[src/rtl/spi_pkg.sv]
// Shared definitions for the SPI frame link: frame width, FSM states,
// receiver-compatibility limits and a small elaboration helper.
package spi_pkg;

  // Command frame width on the controller-to-FPGA link.
  localparam int SPI_FRAME_W = 33;

  // Bit counter width; large enough to hold FRAME_W without wrapping.
  localparam int BIT_CNT_W = 6;

  // Timing the oversampled frame receiver needs to lock on:
  // spi_clk half-period (clk cycles) and total CS-low time (clk cycles).
  localparam int RX_MIN_HALF_PER = 103;
  localparam int RX_MIN_CS_LOW   = 6858;

  typedef enum logic [2:0] {
    IDLE,
    SETUP,
    HIGH,
    LOW,
    HOLD,
    GAP
  } spi_state_e;

  // Larger of two elaboration-time integers (used for timer sizing).
  function automatic int max2(input int a, input int b);
    return (a > b) ? a : b;
  endfunction

endpackage

[src/rtl/spi_frame_tx_timer.sv]
// Phase timer for spi_frame_tx: counts clk cycles spent in the current
// phase and flags the last cycle of that phase.
module spi_phase_timer #(
  parameter int W = 8
) (
  input  logic         clk,
  input  logic         rst_n,
  input  logic         clr,
  input  logic [W-1:0] limit,
  output logic         expired
);

  logic [W-1:0] cnt;

  // Last cycle of a phase of 'limit' cycles.
  assign expired = (cnt == limit - 1'b1);

  // Up-counter, restarted from 0 whenever the phase ends or the FSM idles.
  always_ff @(posedge clk or negedge rst_n) begin
    if (!rst_n)              cnt <= '0;
    else if (clr || expired) cnt <= '0;
    else                     cnt <= cnt + 1'b1;
  end

endmodule

[src/rtl/spi_frame_tx.sv]
// SPI master (CPOL=0, MSB first) for 33-bit command frames. One word per
// valid/ready handshake; CS low for 67 half-periods, then a CS-high gap.
module spi_frame_tx
  import spi_pkg::*;
#(
  parameter int HALF_PER = 125,
  parameter int CS_IDLE  = 256,
  parameter int FRAME_W  = SPI_FRAME_W
) (
  input  logic               clk,
  input  logic               rst_n,
  input  logic [FRAME_W-1:0] tx_data,
  input  logic               tx_valid,
  output logic               tx_ready,
  output logic               spi_clk,
  output logic               spi_cs,
  output logic               spi_out,
  output logic               busy,
  output logic               done
);

  localparam int TW = $clog2(max2(HALF_PER, CS_IDLE) + 1);
  localparam logic [TW-1:0]        HP_LIM   = TW'(HALF_PER);
  localparam logic [TW-1:0]        GAP_LIM  = TW'(CS_IDLE);
  localparam logic [BIT_CNT_W-1:0] LAST_BIT = BIT_CNT_W'(FRAME_W);

  // Reject parameter sets the timing scheme cannot honour.
  if (HALF_PER < 2) begin : g_bad_half_per
    $error("spi_frame_tx: HALF_PER must be >= 2");
  end
  if (CS_IDLE < 1) begin : g_bad_cs_idle
    $error("spi_frame_tx: CS_IDLE must be >= 1");
  end
  if (FRAME_W < 2 || FRAME_W >= (1 << BIT_CNT_W)) begin : g_bad_frame_w
    $error("spi_frame_tx: FRAME_W out of range for the bit counter");
  end

  spi_state_e             state;
  logic [FRAME_W-1:0]     shift;
  logic [BIT_CNT_W-1:0]   bit_cnt;
  logic                   ph_end;
  logic                   tmr_clr;
  logic [TW-1:0]          tmr_limit;

  // Only the gap phase uses the CS_IDLE length; every other phase is a
  // spi_clk half-period. The timer sits at 0 while idle.
  assign tmr_clr   = (state == IDLE);
  assign tmr_limit = (state == GAP) ? GAP_LIM : HP_LIM;
  assign tx_ready  = (state == IDLE);

  spi_phase_timer #(.W(TW)) u_timer (
    .clk     (clk),
    .rst_n   (rst_n),
    .clr     (tmr_clr),
    .limit   (tmr_limit),
    .expired (ph_end)
  );

  // Frame FSM with registered pin outputs; data moves only on the
  // HIGH->LOW transition so it is stable a full half-period around each
  // rising edge.
  always_ff @(posedge clk or negedge rst_n) begin
    if (!rst_n) begin
      state   <= IDLE;
      shift   <= '0;
      bit_cnt <= '0;
      spi_cs  <= 1'b1;
      spi_clk <= 1'b0;
      spi_out <= 1'b0;
      busy    <= 1'b0;
      done    <= 1'b0;
    end else begin
      done <= 1'b0;
      case (state)
        IDLE: begin
          if (tx_valid) begin
            state   <= SETUP;
            shift   <= tx_data;
            bit_cnt <= '0;
            spi_cs  <= 1'b0;
            spi_clk <= 1'b0;
            spi_out <= tx_data[FRAME_W-1];
            busy    <= 1'b1;
          end
        end
        SETUP: begin
          spi_out <= shift[FRAME_W-1];
          if (ph_end) begin
            state   <= HIGH;
            spi_clk <= 1'b1;
          end
        end
        HIGH: begin
          if (ph_end) begin
            bit_cnt <= bit_cnt + 1'b1;
            spi_clk <= 1'b0;
            if (bit_cnt + 1'b1 == LAST_BIT) begin
              state <= HOLD;
            end else begin
              state   <= LOW;
              shift   <= {shift[FRAME_W-2:0], 1'b0};
              spi_out <= shift[FRAME_W-2];
            end
          end
        end
        LOW: begin
          if (ph_end) begin
            state   <= HIGH;
            spi_clk <= 1'b1;
          end
        end
        HOLD: begin
          if (ph_end) begin
            state   <= GAP;
            spi_cs  <= 1'b1;
            spi_out <= 1'b0;
            done    <= 1'b1;
          end
        end
        GAP: begin
          if (ph_end) begin
            state <= IDLE;
            busy  <= 1'b0;
          end
        end
        default: state <= IDLE;
      endcase
    end
  end

endmodule

[config.mk]
export PLATFORM = sky130hd
export DESIGN_NAME = spi_frame_tx
export DESIGN_NICKNAME = d
export VERILOG_FILES = /design/src/rtl/spi_pkg.sv /design/src/rtl/spi_frame_tx_timer.sv /design/src/rtl/spi_frame_tx.sv
export SDC_FILE = /design/constraint.sdc
export NUM_CORES = 1
export LEC_CHECK = 0
export CAP_MARGIN = 30
export CORE_UTILIZATION = 41
export CTS_CLUSTER_SIZE = 14
export DETAILED_ROUTE_END_ITERATION = 10
export DONT_BUFFER_PORTS = 1
export PLACE_DENSITY_LB_ADDON = 0.15
export SLEW_MARGIN = 10
export SYNTH_ARGS = -nofsm -noshare
export SYNTH_HDL_FRONTEND = slang
export SYNTH_HIERARCHICAL = 1
export SYNTH_SLANG_ARGS = --single-unit
[constraint.sdc]
create_clock -name clk -period 7.1 [get_ports clk]
set_clock_uncertainty 0.15 [all_clocks]
set_input_delay 2.13 -clock clk [delete_from_list [all_inputs] [get_ports clk]]
set_output_delay 2.13 -clock clk [all_outputs]
set_load 0.02 [all_outputs]
==> impl_metrics.toml, run 1 <==
[run_status]
status = "finished, final reports clean"

[setup_path]
critPathLaunchType = "flop"
cp_cell_sequence = "nor2b_1 -> and2_1 -> inv_1 -> inv_1 -> ha_1 -> xor2_1 -> nor2_1 -> a21oi_1 -> a21oi_1 -> o2111a_1 -> mux2i_1 -> nor2_4 -> buf_4 -> o32ai_1 -> a31oi_4"
critical_path.reg2reg.endpoint = "shift[19]"
end_kind = "flop"
critPathMaxFanout = 65
cpPeakStageDelay_ns = 0.72
slowest_stage = "o2111a_1"
crit_start = "state[1]"
r2r-start = "state[1]"
rrSetupSlack_ns = 1.90
cp.required_ns = 7.17
cp_data_arrival_time_ns = 5.27
worstSetupPathType = "reg -> reg"
cp-endpoint = "shift[19]"
reg2reg_depth = 15

[sta]
slew_viol_final = 0
fmax_mhz = 192
finalSetupViolCount = 0
rsz0062_at_grt = "no"
hold_viol = 0
period_minus_slack_ns = 5.20
fin_setup_tns_ns = 0
fin_crit_sh_pct = 73.2
tightest_slew_ns = 1.02
relSlewSlack_pct = 32.2

[cts]
cts_made_buffers = 5
cts_resized = 0
clk_pin_slew_ns = 0.11
hold_buffers = 0
post_cts_buffers = 0
tritoncts = "done"
cts-htree-levels = 2
clock-sinks = 56
cts_root_buf = "clkbuf_8"
clk_path_buf_depth = 2
insertion_delay_ns = 0.31

[detailed_routing]
viasPerCell = 5.50
antenna_left = 0
drtIter0Drc = 91
wl_met1_mm = 3.72
drtPass1Iterations = 4
vias = 2624
highest_layer = "met4"
wire_per_inst_um = 16.1
wl_met3_um = 249
drc = 0
wl_mm = 7.68
wl_met2_mm = 3.66

[synth]
ys_types = 56
syn_area_um2 = 3920
synthMuxAreaShare_pct = 8.94
synth_top_area_share_pct = 35.1
yosys.area_share.adder_pct = 1.28
ys_top_cells_by_area = "dfrtp_1 (35%), mux2i_1 (8.9%), o32ai_1 (7.2%)"
synth_compound_area_share_pct = 24.9
seq_area_frac_synth_pct = 35.8
synth-xor-area-share_pct = 5.78
async_flop_share_pct = 100
yosysWarnings = 6
synth.largest_area_cell = "dfrtp_1"
synth_seq_cells = 56
syn_area_per_cell_um2 = 10.7
syn_inst = 366
yosysMostFrequentCell = "dfrtp_1"
ys_top_cells_by_count = "dfrtp_1 (55), mux2i_1 (35), nand2b_1 (34)"
yosys.area_share.simple_pct = 17.0
synth_top_family_by_area = "compound AO/OA/AOI/OAI gates"
synth_edf_count = 0
ys.flop_type = "dfrtp_1"

[power_and_ir_drop]
pwr-share-seq_pct = 51.6
powerDensity_nw_per_um2 = 209
netSwitchingPower_mw = 0.268
power_frac_comb_pct = 23.1
pwr-share-clk_pct = 25.3
swShare_pct = 31.5
ir_worst_vdd_v = 0.000111
leakagePower_nw = 1.36
p_int_mw = 0.583

[floorplan]
fp.coreArea_um2 = 9240
ios = 42
start_util_pct = 42.4
fp.dieW_um = 99.8
die_h_um = 99.8
row_count = 35
dieArea_um2 = 9950

[global_route]
grt_max_degree = 66
grt_use_total_pct = 16.6
antenna_found_initial = 0
grt-ovfl-total = 0
grt_pass1_vias = 2562
grt_first_pass_wirelength_mm = 13.2

[place]
portBuffers = 0
dp_hpwl_mm = 4.89
gp_congestion = 0.751

[finish]
nNetsFinal = 387
layout-drive-gt1-share_pct = 18.7
n_antenna_cell = 0
area_growth_pct = 3.77
n_fill_cell = 893
utilization_pct = 44.0

[run]
max-cap-violations = 0

[min_path]
min_path_type = "reg -> reg"
[metal layers]
layer	vias up	track usage, %
met1	1270	22.8
met2	31	26.4
met3	2	3.58
met5	-	0
met4	0	4.41
li1	1321	-
[metrics by stage]
step	total power [mW]	hold WS, ns	cell area [um2]	setup slack, ns	instances
floorplan	0.611	0.328	3930	3.00	370
CTS	0.863	0.375	4070	1.89	477
global placement	0.640	0.352	3930	2.08	468
finish	0.851	0.372	4070	1.90	477
detailed placement	0.645	0.358	3950	1.92	469
global route	0.908	0.402	4070	1.36	477
[worst max-delay path: cells and delay by family, from the launching register on]
family | cells | cell delay [ns]
xor gates and xnor gates | 1 | 0.18
DFF | 1 | 0.63
adders and majority gates | 1 | 0.34
AOI/OAI and AO/OA | 5 | 1.39
buffers and inverters | 3 | 1.41
muxes | 1 | 0.31
and+or+nand+nor | 4 | 0.59
[power by group through the flow]
stage | clock network, mW | logic, mW | registers (mW)
2_1_floorplan | 0 | 0.196 | 0.415
3_3_place_gp | 0 | 0.197 | 0.443
3_5_place_dp | 0 | 0.200 | 0.445
4_1_cts | 0.224 | 0.200 | 0.439
5_1_grt | 0.236 | 0.222 | 0.449
6_report | 0.215 | 0.197 | 0.439
[placed cells by master, fill, tap and decap left out, types with 2 or more instances in the layout]
master    count
o32ai_1      32
buf_4         4
ha_1          4
nand4_1       2
nor2b_1       4
a21oi_1       6
conb_1        5
nor4_4        2
nor3b_1       3
mux2i_1      35
dfrtp_1      55
o21ai_1       5
nand3_1       7
nor3_2        9
o31ai_1       4
a31oi_4       9
a31oi_2      20
nand2b_1     34
nand2_1      11
nor2_1       15
o21ai_0       6
clkbuf_8      5
inv_1        10
a31oi_1       5
xor2_1       12
xnor2_1      12
[final cells by class]
class / instances / area [um2] / area share, %
clock inverter: 2 / 38.8 / 0.954
clock buffer: 6 / 72.6 / 1.79
sequential: 56 / 1400 / 34.5
multi-input combinational: 269 / 2300 / 56.6
inverter: 10 / 37.5 / 0.923
timing repair buffer: 5 / 50.0 / 1.23
tap: 129 / 161 / 3.97
[how the worst min path moves through the flow]
stage | depth (start not counted) | from | slack [ns] | to
2_1_floorplan | 1 | bit_cnt[5] | 0.33 | bit_cnt[5]
3_3_place_gp | 1 | bit_cnt[5] | 0.35 | bit_cnt[5]
3_5_place_dp | 1 | bit_cnt[5] | 0.36 | bit_cnt[5]
4_1_cts | 1 | bit_cnt[5] | 0.38 | bit_cnt[5]
5_1_grt | 2 | spi_cs | 0.40 | spi_cs
6_report | 1 | bit_cnt[5] | 0.37 | bit_cnt[5]
[flip-flops by register name (all words and copies together), names as in the netlist]
name,flops
spi_cs,1
bit_cnt,6
spi_clk,1
shift,33
state,3
u_timer/cnt,9
done,1
busy,1
spi_out,1
[logic make-up after synthesis]
logic type,count (synthesis)
other cells,1
simple gates,103
xor+xnor,25
flops,56
mux,35
compound gates,97
buf+inv,45
fa+ha+maj,4
(Power assumes the default switching activity.)
==> run 2: changes to the inputs <==
- clock period: 7.1 -> 4.9 ns (I/O delays scaled with it)
==> run 2 against run 1 <==
Compared with the run above: critical path depth decreased by 1; via count unchanged; design area increased by 1.0%; clock-buffer cell count increased by 2; non-clock buffer count increased by 5; final cell count increased by 1.0%; register-to-register slack got worse by 1.0 ns; worst hold slack improved by 0.0083 ns; clock power increased by 22%; largest power group unchanged; combinational power increased by 45%.
==> impl_metrics.toml, run 2 (same netlist as run 1, synthesis figures left out) <==
[setup_path]
end_kind = "flop"
cp_data_arrival_time_ns = 4.12
cp.required_ns = 4.98
cp_cell_sequence = "nor2b_1 -> and2_1 -> inv_1 -> buf_4 -> nor4_4 -> nand2_2 -> xor2_1 -> nor3b_1 -> o2111a_1 -> mux2i_1 -> nor2_4 -> buf_12 -> o32ai_1 -> a31oi_4"
slowest_stage = "dfrtp_1"
rrSetupSlack_ns = 0.86
critical-path-top-delay-family = "simple AND/OR/NAND/NOR gates"
critPathLaunchType = "flop"
cpPeakStageDelay_ns = 0.59
critical_path.reg2reg.endpoint = "shift[22]"
cp-endpoint = "shift[22]"
cp.depth = 14
worstSetupPathType = "reg -> reg"
crit_buf_inv = 3
critPathMaxFanout = 27
r2r-start = "state[2]"
crit_start = "state[2]"
reg2reg_depth = 14

[min_path]
min_path_type = "reg -> reg"

[cts]
cts_made_buffers = 5
tritoncts = "done"
clock-sinks = 56
cts_root_buf = "clkbuf_8"
clk_pin_slew_ns = 0.10
post_cts_buffers = 0
clk_path_buf_depth = 2
hold_buffers = 0
insertion_delay_ns = 0.30
cts-htree-levels = 2
cts_resized = 0

[detailed_routing]
wl_met2_mm = 3.73
wire_per_inst_um = 16.3
viasPerCell = 5.44
wl_mm = 7.86
drc = 0
wl_met3_um = 281
antenna_left = 0
drtIter0Drc = 124
vias = 2624
drtPass1Iterations = 4
wl_met1_mm = 3.79
highest_layer = "met4"

[sta]
slew_viol_final = 0
worst_slack_ns = 0.856
fmax_mhz = 247
finalSetupViolCount = 0
period_minus_slack_ns = 4.04
fin_crit_sh_pct = 82.5
tightest_slew_ns = 0.851
fin_setup_tns_ns = 0
relSlewSlack_pct = 43.3
hold_viol = 0
rsz0062_at_grt = "no"

[global_route]
grt_max_degree = 65
grt_use_total_pct = 17.1
grt_pass1_vias = 2746
antenna_found_initial = 0
grt_first_pass_wirelength_mm = 13.6
grt-ovfl-total = 0

[power_and_ir_drop]
p_int_mw = 0.806
netSwitchingPower_mw = 0.379
pwr-share-seq_pct = 53.7
power_frac_comb_pct = 24.1
powerDensity_nw_per_um2 = 289
ir_worst_vdd_v = 0.000132
leakagePower_nw = 1.38
pwr-share-clk_pct = 22.1
swShare_pct = 32.0

[finish]
layout-drive-gt1-share_pct = 19.5
utilization_pct = 44.4
final_cell_mix = "dfrtp_1 (55), mux2i_1 (35), nand2b_1 (34)"
n_antenna_cell = 0
design_area_um2 = 4110
area_growth_pct = 4.82
layout_commonest_cell = "dfrtp_1"
top_regs = "shift x33, u_timer/cnt x9, bit_cnt x6"
max_flop_register = "shift"
nNetsFinal = 392
largest_reg_flops = 33

[place]
portBuffers = 0
dp_hpwl_mm = 5.07
placement.cell_area_um2 = 4020
place_ws_ns = 0.851
gp_congestion = 0.761

[floorplan]
ios = 42
start_util_pct = 42.4
dieArea_um2 = 9950
row_count = 35
fp.coreArea_um2 = 9240
fp.dieW_um = 99.8
die_h_um = 99.8

[run_status]
status = "finished, final reports clean"

[run]
max-cap-violations = 0
==> run 2: power by group through the flow <==
| stage | sequential [mW] | combinational (mW) | clock [mW] |
|---|---|---|---|
| 2_1_floorplan | 0.602 | 0.283 | 0 |
| 3_3_place_gp | 0.646 | 0.285 | 0 |
| 3_5_place_dp | 0.649 | 0.290 | 0 |
| 4_1_cts | 0.640 | 0.291 | 0.277 |
| 5_1_grt | 0.653 | 0.320 | 0.292 |
| 6_report | 0.637 | 0.286 | 0.262 |
==> run 2: area by class of cell <==
cell class / count / area [um2]
Fill cell: 902 / 5130
Tap cell: 129 / 161
Clock buffer: 8 / 90.1
Sequential cell: 56 / 1400
Multi-Input combinational cell: 269 / 2300
Timing Repair Buffer: 10 / 113
Inverter: 10 / 37.5
==> run 2: how the worst min path moves through the flow <==
| stage | slack, ns | from | end | cells after the start |
|---|---|---|---|---|
| 6_report | 0.38 | bit_cnt[5] | bit_cnt[5] | 1 |
| 5_1_grt | 0.42 | bit_cnt[5] | bit_cnt[5] | 1 |
| 4_1_cts | 0.38 | bit_cnt[5] | bit_cnt[5] | 1 |
| 3_5_place_dp | 0.36 | bit_cnt[5] | bit_cnt[5] | 1 |
| 3_3_place_gp | 0.35 | bit_cnt[5] | bit_cnt[5] | 1 |
| 2_1_floorplan | 0.33 | bit_cnt[5] | bit_cnt[5] | 1 |
==> run 2: metal layers <==
layer	vias to the layer above	track usage, %
met3	5	3.51
met2	29	29.0
met4	0	3.39
met5	-	0
met1	1262	22.4
li1	1328	-
==> run 2: through the flow <==
stage,power (mW),hold slack [ns],std cells
floorplan,0.885,0.328,370
global placement,0.931,0.355,473
detailed placement,0.939,0.362,474
CTS,1.21,0.381,482
global route,1.27,0.422,482
finish,1.19,0.381,482
==> run 3: changes to the inputs <==
- clock period: 4.9 -> 4.1 ns (I/O delays scaled with it)
==> run 3 against run 2 <==
Compared with the run above: total power grew 27%; sequential cell count is the same; maximum frequency grew 9.6%; sequential power grew 18%; core utilization grew 0.57 points; die area is the same; register-to-register slack lost 0.45 ns; via count grew 1.6%; final cell count grew 1.0%; wire length grew 0.15%; critical path type unchanged; largest power group unchanged; highest routed layer unchanged.
==> impl_metrics.toml, run 3 (same netlist as run 1, synthesis figures left out) <==
[finish]
n_fill_cell = 884
layout_commonest_cell = "dfrtp_1"
finalNonFillerCells = 487
n_antenna_cell = 0
nNetsFinal = 397
top_regs = "shift x33, u_timer/cnt x9, bit_cnt x6"
layout-drive-gt1-share_pct = 21.8
largest_reg_flops = 33
area_growth_pct = 6.16
utilization_pct = 45.0
max_flop_register = "shift"
final_cell_mix = "dfrtp_1 (55), mux2i_1 (35), nand2b_1 (34)"

[floorplan]
dieArea_um2 = 9950
die_h_um = 99.8
ios = 42
row_count = 35
start_util_pct = 42.4
fp.dieW_um = 99.8
fp.coreArea_um2 = 9240

[setup_path]
critPathMaxFanout = 18
end_kind = "flop"
cp_data_arrival_time_ns = 3.72
cp.required_ns = 4.13
critPathLaunchType = "flop"
worstSetupPathType = "reg -> reg"

[power_and_ir_drop]
leakagePower_nw = 1.41
powerDensity_nw_per_um2 = 362
ir_worst_vdd_v = 0.000194

[cts]
clk_path_buf_depth = 2
post_cts_buffers = 0
insertion_delay_ns = 0.31
cts_root_buf = "clkbuf_8"
hold_buffers = 0
clk_pin_slew_ns = 0.10
cts-htree-levels = 2
clock-sinks = 56
cts_made_buffers = 5
tritoncts = "done"
cts_resized = 0

[detailed_routing]
vias = 2666
antenna_left = 0
drtPass1Iterations = 4
wl_mm = 7.88
wire_per_inst_um = 16.2
viasPerCell = 5.47
drtIter0Drc = 98
drc = 0

[sta]
fmax_mhz = 271
worst_slack_ns = 0.409
fin_crit_sh_pct = 90.0
finalSetupViolCount = 0
tightest_slew_ns = 0.844
rsz0062_at_grt = "no"
fin_setup_tns_ns = 0
period_minus_slack_ns = 3.69
hold_viol = 0
slew_viol_final = 0
relSlewSlack_pct = 43.8

[place]
dp_hpwl_mm = 5.09
portBuffers = 0
place_inst = 479
place_ws_ns = 0.386
gp_congestion = 0.757

[global_route]
grt_max_degree = 65
antenna_found_initial = 0
grt_first_pass_wirelength_mm = 13.2
grt-ovfl-total = 0
grt_use_total_pct = 16.5
grt_pass1_vias = 2656

[run_status]
status = "finished, final reports clean"

[run]
max-cap-violations = 0

[min_path]
min_path_type = "reg -> reg"
[run 3: cell types whose count changed in the layout (fill, tap and decap cells not counted)]
cell        delta
clkinvlp_4     +1
nand4bb_1      -1
nand4bb_2      +1
buf_4          +7
buf_12         -2
clkinv_4       +1
inv_1          -1
bufinv_16      +1
clkbuf_1       -2
[run 3: final timing paths]
kind	cells after the start	startpoint	slack, ns	to
max reg2reg	14	state[1]	0.41	state[0]
max in group asynchronous	0	rst_n	3.16	spi_cs
max	14	state[1]	0.41	state[0]
min	1	bit_cnt[5]	0.38	bit_cnt[5]
min in group asynchronous	0	rst_n	0.45	shift[18]
min reg2reg	1	bit_cnt[5]	0.38	bit_cnt[5]
[run 3: metrics by stage]
step | hold WS [ns] | power [mW] | area (um2)
global route | 0.422 | 1.60 | 4160
CTS | 0.377 | 1.53 | 4150
global placement | 0.358 | 1.13 | 4030
floorplan | 0.328 | 1.06 | 3940
finish | 0.378 | 1.51 | 4160
detailed placement | 0.348 | 1.13 | 4030
[run 3: cell type report]
class                           count  area, um2  area share (%)
Multi-Input combinational cell    269       2310            55.5
Sequential cell                    56       1400            33.7
Tap cell                          129        161            3.88
Timing Repair Buffer               15        125            3.01
Clock buffer                        6       82.6            1.99
Inverter                           10       41.3           0.993
Clock inverter                      2       38.8           0.933
[run 3: power breakdown]
group	switching [mW]	leakage, nW	internal (mW)	total [mW]
Sequential	0.115	0.701	0.639	0.754
Clock	0.188	0.0614	0.200	0.388
Combinational	0.172	0.651	0.191	0.363
[run 3: critical path: stages, from the launching register on]
cell and delay (ns):
dfrtp_1 0.39, nor2b_1 0.16, and2_1 0.25, clkinvlp_4 0.38
inv_1 0.14, ha_1 0.33, nand2_2 0.11, xor2_1 0.15
nor3b_1 0.20, o2111a_1 0.25, buf_4 0.26, nand2_1 0.15
and3_1 0.24, nor4_1 0.29, o21ai_1 0.11
[run 3: metal layers]
| layer | GRT usage, % | wire (um) | vias to the layer above |
|---|---|---|---|
| met4 | 2.71 | 45 | 0 |
| met3 | 3.94 | 329 | 4 |
| met5 | 0 | 0 | - |
| met2 | 27.6 | 3780 | 30 |
| met1 | 22.0 | 3730 | 1297 |
| li1 | - | - | 1335 |
